==> src/rtl/riscv_io_responder.sv <==
// Memory-mapped board I/O for a small RISC-V core: switches, debounced keys with
// sticky press events, LEDs, and a run/single-step pipeline enable.
`timescale 1ns/1ps
module riscv_io_responder #(
  parameter int unsigned          XLEN            = 32,
  parameter logic [XLEN-1:0]      BASE_ADDR       = 'h1000_0100,
  parameter int unsigned          DEBOUNCE_CYCLES = 4
) (
  input  logic            clock,
  input  logic            reset,
  input  logic [XLEN-1:0] addr,
  input  logic [XLEN-1:0] wdata,
  input  logic            we,
  input  logic            re,
  output logic [XLEN-1:0] rdata,
  output logic            rvalid,
  output logic            hit,
  input  logic [9:0]      switch,
  input  logic [1:0]      key,
  output logic [9:0]      led,
  output logic            step
);

  localparam int unsigned CW = $clog2(DEBOUNCE_CYCLES) + 1;

  localparam logic [4:0] OFF_SW   = 5'h00;
  localparam logic [4:0] OFF_KEY  = 5'h04;
  localparam logic [4:0] OFF_EDGE = 5'h08;
  localparam logic [4:0] OFF_LED  = 5'h0C;
  localparam logic [4:0] OFF_CTRL = 5'h10;

  typedef enum logic {ST_RUN, ST_STEP} state_t;

  state_t              state, state_next;
  logic                step_next;
  logic [9:0]          sw_s1, sw_s2;
  logic [1:0]          key_s1, key_s2;
  logic [1:0]          deb, deb_prev;
  logic [1:0][CW-1:0]  cnt;
  logic [1:0]          press;
  logic [1:0]          edge_q;
  logic [9:0]          led_q;
  logic [4:0]          off;
  logic                wr, rd;
  logic [XLEN-1:0]     rd_val;
  logic                unused_wdata;

  assign hit          = (addr[XLEN-1:5] == BASE_ADDR[XLEN-1:5]);
  assign off          = addr[4:0];
  assign wr           = we && hit;
  assign rd           = re && hit;
  assign led          = led_q;
  assign unused_wdata = ^wdata[XLEN-1:10];

  // Press event fires the cycle after the debounced state rises, so step lands
  // one registered stage after the debounced change.
  assign press = deb & ~deb_prev;

  always_ff @(posedge clock) begin
    if (reset) begin
      sw_s1    <= '0;
      sw_s2    <= '0;
      key_s1   <= '1;
      key_s2   <= '1;
      deb      <= '0;
      deb_prev <= '0;
      cnt      <= '0;
    end else begin
      sw_s1    <= switch;
      sw_s2    <= sw_s1;
      key_s1   <= key;
      key_s2   <= key_s1;
      deb_prev <= deb;
      for (int unsigned i = 0; i < 2; i++) begin
        if (~key_s2[i] == deb[i]) begin
          cnt[i] <= '0;
        end else if (cnt[i] == CW'(DEBOUNCE_CYCLES - 1)) begin
          deb[i] <= ~deb[i];
          cnt[i] <= '0;
        end else begin
          cnt[i] <= cnt[i] + CW'(1);
        end
      end
    end
  end

  always_comb begin
    rd_val = '0;
    case (off)
      OFF_SW:   rd_val = XLEN'(sw_s2);
      OFF_KEY:  rd_val = XLEN'(deb);
      OFF_EDGE: rd_val = XLEN'(edge_q);
      OFF_LED:  rd_val = XLEN'(led_q);
      OFF_CTRL: rd_val = XLEN'(state == ST_RUN);
      default:  rd_val = '0;
    endcase
  end

  always_ff @(posedge clock) begin
    if (reset) begin
      rdata  <= '0;
      rvalid <= 1'b0;
      led_q  <= '0;
      edge_q <= '0;
    end else begin
      rdata  <= rd ? rd_val : '0;
      rvalid <= rd;
      if (wr && off == OFF_LED) led_q <= wdata[9:0];
      // Set wins over a same-cycle W1C clear.
      edge_q <= (edge_q & ~((wr && off == OFF_EDGE) ? wdata[1:0] : 2'b00)) | press;
    end
  end

  always_comb begin
    state_next = state;
    if (wr && off == OFF_CTRL) state_next = wdata[0] ? ST_RUN : ST_STEP;
    step_next = (state_next == ST_RUN) || press[0];
  end

  always_ff @(posedge clock) begin
    if (reset) begin
      state <= ST_RUN;
      step  <= 1'b0;
    end else begin
      state <= state_next;
      step  <= step_next;
    end
  end

endmodule

==> config.mk <==
export PLATFORM = sky130hd
export DESIGN_NAME = riscv_io_responder
export DESIGN_NICKNAME = d
export VERILOG_FILES = /design/src/rtl/riscv_io_responder.sv
export SDC_FILE = /design/constraint.sdc
export NUM_CORES = 1
export LEC_CHECK = 0
export BUFFER_PORTS_ARGS = -buffer_cell sky130_fd_sc_hd__buf_4
export CAP_MARGIN = 30
export CORE_ASPECT_RATIO = 0.9
export CORE_UTILIZATION = 45
export DETAILED_ROUTE_END_ITERATION = 16
export PLACE_DENSITY_LB_ADDON = 0.2
export SETUP_SLACK_MARGIN = 0.4
export SLEW_MARGIN = 25
export SYNTH_ARGS = -nofsm -noshare
export SYNTH_HDL_FRONTEND = slang
export SYNTH_SLANG_ARGS = --single-unit
export TNS_END_PERCENT = 10
==> constraint.sdc <==
create_clock -name clock -period 2.1 [get_ports clock]
set_clock_uncertainty 0.2 [all_clocks]
set_input_delay 0.105 -clock clock [delete_from_list [all_inputs] [get_ports clock]]
set_output_delay 0.105 -clock clock [all_outputs]
set_load 0.05 [all_outputs]
==> impl_metrics.py <==
metrics = {
    "finish": {
        "antenna_cells": 0,
        "layout_commonest_cell": "buf_4",
        "final_cell_mix": "buf_4, dfxtp_1, dlygate4sd3_1, nor2b_1, conb_1",
        "layout.cells.non_filler": 426,
        "final_core_util": 0.700,
        "drive_gt1_frac": 0.327,
        "num-nets-final": 440,
        "syn_to_final_growth_pct": 44.6,
    },
    "global_routing": {
        "antenna_found_initial": 0,
        "grt_pass1_wl_microns": 8330,
        "grt_pass1_vias": 1798,
        "grt_start_max_net_pins": 20,
        "track_usage": 0.197,
        "globalRouteOverflowTotal": 0,
    },
    "setup_path": {
        "critPathMaxFanout": 5,
        "critPathLaunch": "deb[0]",
        "reg2reg_depth": 4,
        "critPathKind": "register to register",
        "startpoint_type": "register",
        "cp_slowest_stage_delay_ns": 0.41,
        "crit_family": "simple AND/OR/NAND/NOR gates",
        "cp-end-kind": "register",
        "crit_chain": "nand2b_1 -> nor2b_1 -> or4_1 -> a21oi_1",
        "cpMaxStageDelayCell": "dfxtp_1",
        "worstReg2RegEnd": "step",
        "arrival_ns": 1.60,
        "setup.worst_path.end": "step",
        "path_buf_inv": 0,
        "worstReg2RegStart": "deb[0]",
        "worst-path-stages": 4,
        "rrSetupSlack_ns": 0.55,
        "critPathRequiredTime_ns": 2.15,
    },
    "die": {
        "start_util": 0.484,
        "io_pins": 125,
        "die_w_microns": 79.4,
        "row_count": 24,
        "die_y_microns": 71.7,
        "core_sq_um": 5010,
        "die_area_sq_um": 5690,
    },
    "detailed_routing": {
        "route.detailed.drc": 0,
        "ant_nets": 0,
        "top_layer_used": "met4",
        "wl_per_cell_microns": 13.0,
        "wl_met2_microns": 2640,
        "drt-initial-drc-count": 175,
        "met1_length_microns": 2290,
        "met3_length_microns": 491,
        "wl_microns": 5550,
        "vias_per_cell": 4.90,
        "num_vias": 2087,
        "dr.pass1.iters": 4,
    },
    "placement": {
        "post-place-ws_ns": 0.342,
        "io_buffers": 80,
        "place.gp.congestion": 0.773,
        "dp.cells": 377,
        "hpwlAfterDp_microns": 3460,
    },
    "synth": {
        "synth_seq_cells": 59,
        "synth_warnings": 0,
        "synth_ff_type": "dfxtp_1",
        "async_flop_share": 0,
        "synth-edff-count": 0,
        "synthCells": 240,
        "ys_types": 40,
        "synth_area_per_cell_sq_um": 10.1,
        "yosysSeqAreaShare": 0.487,
        "syn_area_sq_um": 2430,
    },
    "power": {
        "power.net_switching_uw": 621,
        "p_sw_frac": 0.264,
        "power_frac_clock": 0.386,
        "p_comb_frac": 0.126,
        "p_int_uw": 1740,
        "ir_drop_mv": 0.425,
        "p_leak_uw": 0.00148,
        "p_seq_frac": 0.488,
        "p_per_area_nw_per_um2": 672,
    },
    "status": {
        "status": "finished with violations",
        "violations": "negative hold slack",
    },
    "clock_network": {
        "cts-htree-levels": 3,
        "ctsLongestPathBuffers": 2,
        "clock_sinks": 59,
        "cts_buffers": 9,
        "clk_pin_slew_ns": 0.07,
        "tritoncts": "done",
        "cts_root_buf": "clkbuf_8",
        "clk_latency_ns": 0.33,
    },
    "sta": {
        "setup_viol": 0,
        "post-route-min-period_ns": 1.55,
        "rsz0062_at_grt": "no",
        "fmax_mhz": 645,
        "tightest_slew_ns": 0.829,
        "finalWorstSetupSlack_ns": 0.549,
        "setup_tns_ns": 0,
        "finalMaxSlewViolations": 0,
        "relSlewSlack": 0.447,
        "min_period_over_period": 0.738,
        "timing.hold.ws_ns": -0.0165,
        "hold_violations": 1,
    },
    "job": {
        "cap_violations": 0,
    },
    "min_path": {
        "holdCritPathClass": "input pin to register",
    },
}
worst min path at each step:
stage                   from   endpoint  slack [ns]  cells after the start
finish               addr[5]      state       -0.02                      5
global route         addr[5]      state       0.004                      5
CTS                  addr[5]       step       -0.03                      5
detailed placement    key[0]  key_s1[0]        0.09                      2
global placement      key[0]  key_s1[0]        0.09                      2
floorplan           wdata[0]  edge_q[0]       0.003                      1
layout make-up:
type | count | area [sq um]
repair buffers | 119 | 976
flip-flops and latches | 59 | 1180
clock inverters | 6 | 40.0
well taps | 65 | 81.3
inverters | 6 | 22.5
clock buffers | 10 | 138
fillers | 399 | 1510
multi-input cells | 161 | 1070
tightest hold or removal path: stages:
cell	delay [ns]
buf_4	0.08
nor4b_2	0.04
nand4_2	0.07
or4_1	0.10
a21oi_1	0.06
Yosys cell counts (3+ instances only):
cell       n  area share
inv_1      6      0.0093
o31ai_1   12       0.037
and3_1     5       0.013
nand4_1   10       0.026
clkbuf_1   8       0.012
nor4b_2    3       0.019
ha_1       4       0.021
nor2_1    16       0.025
nor2b_1   26       0.067
a22oi_1    9       0.028
or2_2      4       0.010
a21oi_1   14       0.029
nand2_1    4      0.0062
dfxtp_1   59        0.49
nor4_4     3       0.026
buf_4     24       0.074
registers in the layout, indices dropped and copies added, names as in the netlist:
signal,count
led,10
rdata,10
sw_s1,10
sw_s2,10
cnt,6
deb,2
deb_prev,2
edge_q,2
key_s1,2
key_s2,2
rvalid,1
state,1
step,1
routing by layer:
layer  vias to the layer above  track usage
li1                       1037            -
met3                        13       0.0535
met5                         -            0
met4                         0        0.109
met2                       107        0.317
met1                       930        0.239
metrics by stage:
stage / cell area, sq um / power (uW)
after floorplan: 2500 / 1350
after global placement: 3000 / 1420
after detailed placement: 3000 / 1420
after CTS: 3510 / 2370
after global routing: 3510 / 2440
final: 3510 / 2360
power groups by stage:
stage	registers (uW)	clock network, uW	logic [uW]
after floorplan	1180	0	173
after global routing	1150	977	313
after global placement	1170	0	243
final	1150	911	296
after detailed placement	1180	0	244
after CTS	1150	924	296
cells by family after synthesis:
| group | after synthesis | share of synthesized area |
|---|---|---|
| and+or+nand+nor | 89 | 0.251 |
| DFF | 59 | 0.487 |
| AOI/OAI and AO/OA | 42 | 0.114 |
| buffers and inverters | 41 | 0.105 |
| adders and majority gates | 4 | 0.0206 |
| xor gates and xnor gates | 2 | 0.00722 |
| muxes | 2 | 0.0134 |
| other | 1 | 0.00155 |
what timing repair did:
item / CTS / global route
hold buffers: 33 / 0
setup buffers: 0 / 0
endpoints found under the hold margin: 30 / 0
resized for setup: 0 / 0
Note: power is estimated with default switching activity, not from simulation.
